### src/rtl/counter_stimulus_gen.sv
// Stimulus generator for the 4-bit multi-mode counter.
// Each start plays four modes (00, 01, 10, 11) as LOAD -> RUN -> GAP, then pulses done.
module counter_stimulus_gen #(
  parameter int         CYCLES_PER_MODE = 8,
  parameter int         IDLE_GAP        = 2,
  parameter logic [7:0] SEED            = 8'hA5
) (
  input  logic       clk,
  input  logic       RESET,
  input  logic       start,
  output logic       ENABLE,
  output logic [3:0] D,
  output logic [1:0] MODO,
  output logic       busy,
  output logic       done,
  output logic [7:0] txn_count
);

  typedef enum logic [2:0] {IDLE, LOAD, RUN, GAP, DONE} state_t;

  localparam logic [7:0] RUN_LAST = 8'(CYCLES_PER_MODE - 1);
  localparam logic [7:0] GAP_LAST = 8'(IDLE_GAP - 1);
  localparam bit         HAS_GAP  = (IDLE_GAP != 0);

  state_t     state;
  logic [7:0] lfsr;
  logic [7:0] cnt;
  logic [1:0] mode_idx;

  logic [7:0] lfsr_nxt;
  logic [7:0] lfsr_use;
  logic [3:0] first_d;
  logic       advance;

  // lfsr holds the value whose low nibble drives D in the current cycle;
  // it steps only when the current cycle has ENABLE high.
  assign lfsr_nxt = {lfsr[6:0], lfsr[7] ^ lfsr[5] ^ lfsr[4] ^ lfsr[3]};
  assign lfsr_use = ENABLE ? lfsr_nxt : lfsr;

  assign advance = ((state == RUN) && (cnt == RUN_LAST) && !HAS_GAP) ||
                   ((state == GAP) && (cnt == GAP_LAST));

  // Boundary values on the first RUN cycle so every RCO condition is reached.
  always_comb begin
    first_d = lfsr_use[3:0];
    case (mode_idx)
      2'b00:   first_d = 4'd12;
      2'b01:   first_d = 4'd0;
      2'b10:   first_d = 4'd15;
      default: first_d = lfsr_use[3:0];
    endcase
  end

  always_ff @(posedge clk or negedge RESET) begin
    if (!RESET) begin
      state     <= IDLE;
      ENABLE    <= 1'b0;
      D         <= 4'd0;
      MODO      <= 2'b00;
      busy      <= 1'b0;
      done      <= 1'b0;
      txn_count <= 8'd0;
      lfsr      <= SEED;
      mode_idx  <= 2'b00;
      cnt       <= 8'd0;
    end else begin
      lfsr <= lfsr_use;
      if (ENABLE && (txn_count != 8'hFF))
        txn_count <= txn_count + 8'd1;

      case (state)
        IDLE: begin
          if (start) begin
            state     <= LOAD;
            lfsr      <= SEED;
            txn_count <= 8'd0;
            mode_idx  <= 2'b00;
            ENABLE    <= 1'b1;
            MODO      <= 2'b11;
            D         <= SEED[3:0];
            busy      <= 1'b1;
          end
        end
        LOAD: begin
          state <= RUN;
          cnt   <= 8'd0;
          MODO  <= mode_idx;
          D     <= first_d;
        end
        RUN: begin
          if (cnt != RUN_LAST) begin
            cnt <= cnt + 8'd1;
            D   <= lfsr_use[3:0];
          end else if (HAS_GAP) begin
            state  <= GAP;
            cnt    <= 8'd0;
            ENABLE <= 1'b0;
          end
        end
        GAP: begin
          if (cnt != GAP_LAST)
            cnt <= cnt + 8'd1;
        end
        DONE: begin
          state <= IDLE;
          done  <= 1'b0;
        end
        default: state <= IDLE;
      endcase

      // End of a mode: either load the next one or finish the sequence.
      if (advance) begin
        if (mode_idx != 2'b11) begin
          mode_idx <= mode_idx + 2'b01;
          state    <= LOAD;
          ENABLE   <= 1'b1;
          MODO     <= 2'b11;
          D        <= lfsr_use[3:0];
        end else begin
          state  <= DONE;
          ENABLE <= 1'b0;
          busy   <= 1'b0;
          done   <= 1'b1;
        end
      end
    end
  end

endmodule

### config.mk
export PLATFORM = sky130hd
export DESIGN_NAME = counter_stimulus_gen
export DESIGN_NICKNAME = d
export VERILOG_FILES = /design/src/rtl/counter_stimulus_gen.sv
export SDC_FILE = /design/constraint.sdc
export NUM_CORES = 1
export LEC_CHECK = 0
export ABC_AREA = 1
export BUFFER_PORTS_ARGS = -buffer_cell sky130_fd_sc_hd__buf_4
export CORE_ASPECT_RATIO = 0.75
export CORE_MARGIN = 2
export CORE_UTILIZATION = 50
export DETAILED_ROUTE_END_ITERATION = 10
export GPL_TIMING_DRIVEN = 0
export PLACE_DENSITY = 0.66
export SLEW_MARGIN = 0
export SYNTH_ARGS = -nofsm -noshare
export SYNTH_HDL_FRONTEND = slang
export SYNTH_SLANG_ARGS = --single-unit
### constraint.sdc
create_clock -name clk -period 1.5 [get_ports clk]
set_input_delay 0.15 -clock clk [delete_from_list [all_inputs] [get_ports clk]]
set_output_delay 0.15 -clock clk [all_outputs]
set_load 0.01 [all_outputs]
# After elaboration in Yosys (flattened, before gate mapping)
# Cells that the tools add are included.
[totals]
inputBits = 3
ff_bits = 38
out_inout_bits = 17
wordCells = 80
[op_classes]
n_reduce_logical = 9
n_eq_ne = 15
muxes = 40
add_sub_neg = 3
bitwise = 3
[ops]
columns = ["cell", "count"]
rows = [
  ["$mux W8", 8],
  ["$pmux W4 S3", 2],
  ["$pmux W8 S3", 1],
  ["$add A8 B1 Y8 const B", 2],
  ["$mux W4", 4],
  ["$mux W2", 7],
  ["$mux W3", 4],
  ["$pmux W3 S4", 1],
  ["$mux W1", 11],
  ["$eq A8 B1 Y1 const B", 1],
  ["$ne A8 B1 Y1 const B", 1],
  ["$ne A8 B3 Y1 const B", 1],
  ["$ne A8 B8 Y1 const B", 1],
  ["$eq A3 B2 Y1 const B", 2],
  ["$ne A3 B3 Y1 const B", 2],
  ["$reduce_and A3 Y1", 2],
  ["$reduce_bool A3 Y1", 2],
  ["$ne A2 B2 Y1 const B", 2],
  ["$pmux W2 S2", 1],
  ["$eq A3 B1 Y1 const B", 1],
  ["$eq A3 B3 Y1 const B", 1],
  ["$logic_not A3 Y1", 1],
  ["$xor A1 B1 Y1", 3],
  ["$add A2 B1 Y2 const B", 1],
  ["other kinds (7)", 8],
]

# Depth between registers and ports, before layout
[depth]
depth_word = 8
ltp_mapped = 10
ltp_nobuf = 9

# Worst setup path after synthesis
# No wires, ideal clock.
[synth_path]
kind = "register to register"
startpoint = "reg txn_count[0]"
endpoint = "reg txn_count[2]"
n_path_buf = 0
path_stages_with_launch = 9
arrival_ps = 1271
path_slack_ps = 112
setup_time_ps = 117
cell_sequence = "dfrtp_1 -> ha_1 -> nand2_1 -> nor3_2 -> nand2_1 -> nand3_1 -> nand2_1 -> nand2_1 -> nor2_1"
[synth_via]
elab_chain_cells = 5
elab_cells_between_ends = 6
cone_classes = "add/sub (1); eq/ne (1); mux (3); reduce/logical (1)"
[synth_rtl]
columns = ["item", "line_no", "source"]
rows = [
  ["from (decl)", "16", "output logic [7:0] txn_count"],
  ["from (signal assigned)", "69", "txn_count <= txn_count + 8'd1;"],
  ["parallel branches: the longest is 2 deep, another holds $add A8 B1 Y8", "--", ""],
  ["$mux W8 *", "68", "if (ENABLE && (txn_count != 8'hFF))"],
  ["$mux W8", "73", "if (start) begin"],
  ["$mux W8 *", "71", "case (state)"],
]
# Every way passes the cells marked *.
# A chain may end at the register's enable or synchronous reset.

# Worst setup path in the final report
[layout_path]
startpoint = "reg cnt[1]"
endpoint = "reg cnt[0]"
[layout_via]
elab_chain_cells = 3
elab_cells_between_ends = 6
cone_classes = "eq/ne (3); mux (2); reduce/logical (1)"
[layout_rtl]
columns = ["item", "line_no", "source"]
rows = [
  ["from (decl)", "27", "logic [7:0] cnt;"],
  ["from (signal assigned)", "92", "cnt <= cnt + 8'd1;"],
  ["from (signal assigned)", "102", "cnt <= cnt + 8'd1;"],
  ["$ne A8 B3 Y1 / $ne A8 B1 Y1 (equally long branches)", "91, 101", ""],
  ["$mux W8 / $ne A2 B1 Y1 (equally long branches)", "--", ""],
  ["$pmux W8 S3 / $reduce_and A2 Y1 (equally long branches)", "--", ""],
]
# Several ways; a longest one is shown, not always the timed one.

==> impl_metrics.ini <==
[sta]
fin_ws_ps = 59.99
hold_violations = 0
finalCriticalPeriod_ps = 1440
fin_skew_ps = 7.860
tns_ps = 0
slew_headroom_pct = 67.55
fmaxAchievable_mhz = 694.4
finalSetupViolCount = 0
final.period_utilization_pct = 96.00
worst_pin_slew_ps = 486.7
final_max_slew_viol_count = 0

[cts]
cts_tree = built
cts_max_path_buffers = 2
cts_buffers = 5
clk_latency_ps = 280
numClockSinks = 38
htreeDepth = 2
clk_pin_slew_ps = 70
clockRootBuffer = clkbuf_8

[worst_setup_path]
critical_path_class = flip-flop to flip-flop
cp_max_fo = 3
worst-r2r-cell-count = 7
required_ps = 1670
start_kind = flip-flop
worstSetupEndpointType = flip-flop
arrival_ps = 1610

[final_layout]
syn2layout_area_growth_pct = 19.85
diodes = 0
final_cells = 383
drive_gt1_share_pct = 27.91
nets = 336
fill_cells = 419

[floorplan]
die-area_um2 = 5113
core_um2 = 4414
io_pins = 20
std_cell_rows = 21
initial_core_util_pct = 51.56
die_x_um = 81.91
dieHeight_um = 62.43

[place]
place_congestion = 0.8515
dp.cells = 367
pre_cts_slack_ps = -17.19
port_buffers = 19
place_hpwl_mm = 3.556

[power_and_ir_drop]
p_clk_share_pct = 11.1
peakVddDrop_v = 0.001164
p_int_mw = 3.244
p_sw_share_pct = 45.15
netSwitchingPower_mw = 2.671
p_seq_share_pct = 32.2
power_density_nw_per_um2 = 2168
comb_power_share_pct = 56.7
leakagePower_nw = 1.389

[routing]
first_iter_violations = 99
drt-pass1-iter-count = 4
wire_per_inst_um = 12.95
via_per_inst = 5.057
antenna_left = 0
drc = 0
num_vias = 1937
totalWireLength_mm = 4.958

[worst_hold_path]
min_path_type = input port to flip-flop
whs_path_depth = 5

[synthesis]
yosys_warnings = 0
avgSynthCellArea_um2 = 7.821
synthCells = 291
ys_seq_elements = 38
ys_seq_area_share_pct = 42.00
synth.cell_area_um2 = 2276
yosys.cell_types.count = 35
syn-num-nets = 301

[grt]
antenna_found_initial = 0
grt_pass1_wl_mm = 8.307
grt_pass1_vias = 1742
grt_overflow = 0
grt_max_degree = 39
grt.total_usage_pct = 21.04

[flow_run]
cap_violations = 0

[outcome]
status = complete, no violations
cells by family after synthesis:
family | after synthesis | synth area share, %
flops | 38 | 42.00
mux | 1 | 0.4947
simple gates | 157 | 33.37
compound gates | 29 | 7.367
fa+ha+maj | 7 | 3.848
buf+inv | 50 | 9.455
xor+xnor | 9 | 3.464
layout make-up:
class                      instances  area, um2  share of cell area (%)
inverter                          45      171.4                   6.284
buffer                             5      46.29                   1.697
timing repair buffer              28      212.7                   7.798
multi-input combinational        203       1189                   43.58
tap                               57      71.32                   2.615
sequential                        38      960.9                   35.23
clock buffer                       7      76.32                   2.798
per-stage QoR:
stage          utilization [%]  hold slack [ps]  power (mW)  area, um2
6_report                 61.79            274.0       5.915       2728
5_1_grt                  61.79            332.8       6.484       2728
4_1_cts                  58.99            276.0       5.623       2604
3_5_place_dp             56.41            155.5       4.908       2490
3_3_place_gp             56.41            152.7       4.849       2490
2_1_floorplan                -           -145.6       4.023       2276
routing by layer:
metal	wire length [um]	part of all wire (%)	global-route usage, %
met1	2614	53	33.46
met2	2112	43	29.27
met3	231	4.7	4.480
met4	0	0	4.583
met5	0	0	0
path summary, 6_finish.rpt:
path,startpoint,to,slack (ps)
setup / recovery,cnt[1],cnt[0],60
hold / removal,start,D[2],270
setup reg to reg,cnt[1],cnt[0],60
hold reg to reg,lfsr[6],lfsr[7],500
max in group asynchronous,RESET,cnt[4],760
min in group asynchronous,RESET,cnt[1],380
critical path: stages (launching register included):
cell	delay (ps)
dfrtp_1	420
inv_2	90
ha_4	130
nor3b_4	200
nand2_1	90
nand2_2	80
nand2_2	70
mux2_2	260
timing repair:
item,4_1_cts,5_1_grt
endpoints found under the setup margin,6,17
hold buffers,1,0
setup buffers,2,6
resized for setup,3,24
endpoints found under the hold margin,34,0
pin swaps,1,6
cell usage after synthesis, drive strengths merged:
cell / count / share of area, %
xnor2: 3 / 1.2
o21ai: 18 / 4.1
buf: 5 / 1.9
a21oi: 5 / 1.1
nand3: 30 / 7.6
o211ai: 3 / 0.99
o31ai: 1 / 0.33
nor3b: 1 / 0.55
ha: 7 / 3.8
xor2: 6 / 2.3
dfrtp: 34 / 37
nor3: 7 / 1.8
nand4: 6 / 1.6
or2: 2 / 0.55
mux2: 1 / 0.49
nand2: 85 / 15
inv: 44 / 7.4
clkinv: 1 / 0.16
nor2: 26 / 5.9
a22oi: 1 / 0.55
o22ai: 1 / 0.28
dfstp: 4 / 4.6
registers in the layout (all words and copies together), names as in the netlist:
register and flops:
D 4, ENABLE 1, MODO 2, busy 1, cnt 8, done 1
lfsr 8, mode_idx 2, state 3, txn_count 8
power groups by stage:
| stage | logic, mW | clock network [mW] | registers, mW |
|---|---|---|---|
| 2_1_floorplan | 2.11 | 0 | 1.92 |
| 3_3_place_gp | 2.96 | 0 | 1.88 |
| 3_5_place_dp | 3.01 | 0 | 1.89 |
| 4_1_cts | 3.07 | 0.675 | 1.88 |
| 5_1_grt | 3.78 | 0.726 | 1.98 |
| 6_report | 3.35 | 0.655 | 1.91 |
cell usage in the layout (no fill, tap or decap), drive strengths merged, types with 2 or more instances in the layout:
| cell | instances |
|---|---|
| nand2 | 85 |
| inv | 44 |
| dfrtp | 34 |
| buf | 31 |
| nand3 | 30 |
| nor2 | 26 |
| o21ai | 18 |
| clkbuf | 8 |
| nor3 | 7 |
| ha | 7 |
| nand4 | 6 |
| xor2 | 6 |
| a21oi | 5 |
| dfstp | 4 |
| o211ai | 3 |
| xnor2 | 3 |
| or2 | 2 |
(Power assumes the default switching activity.)
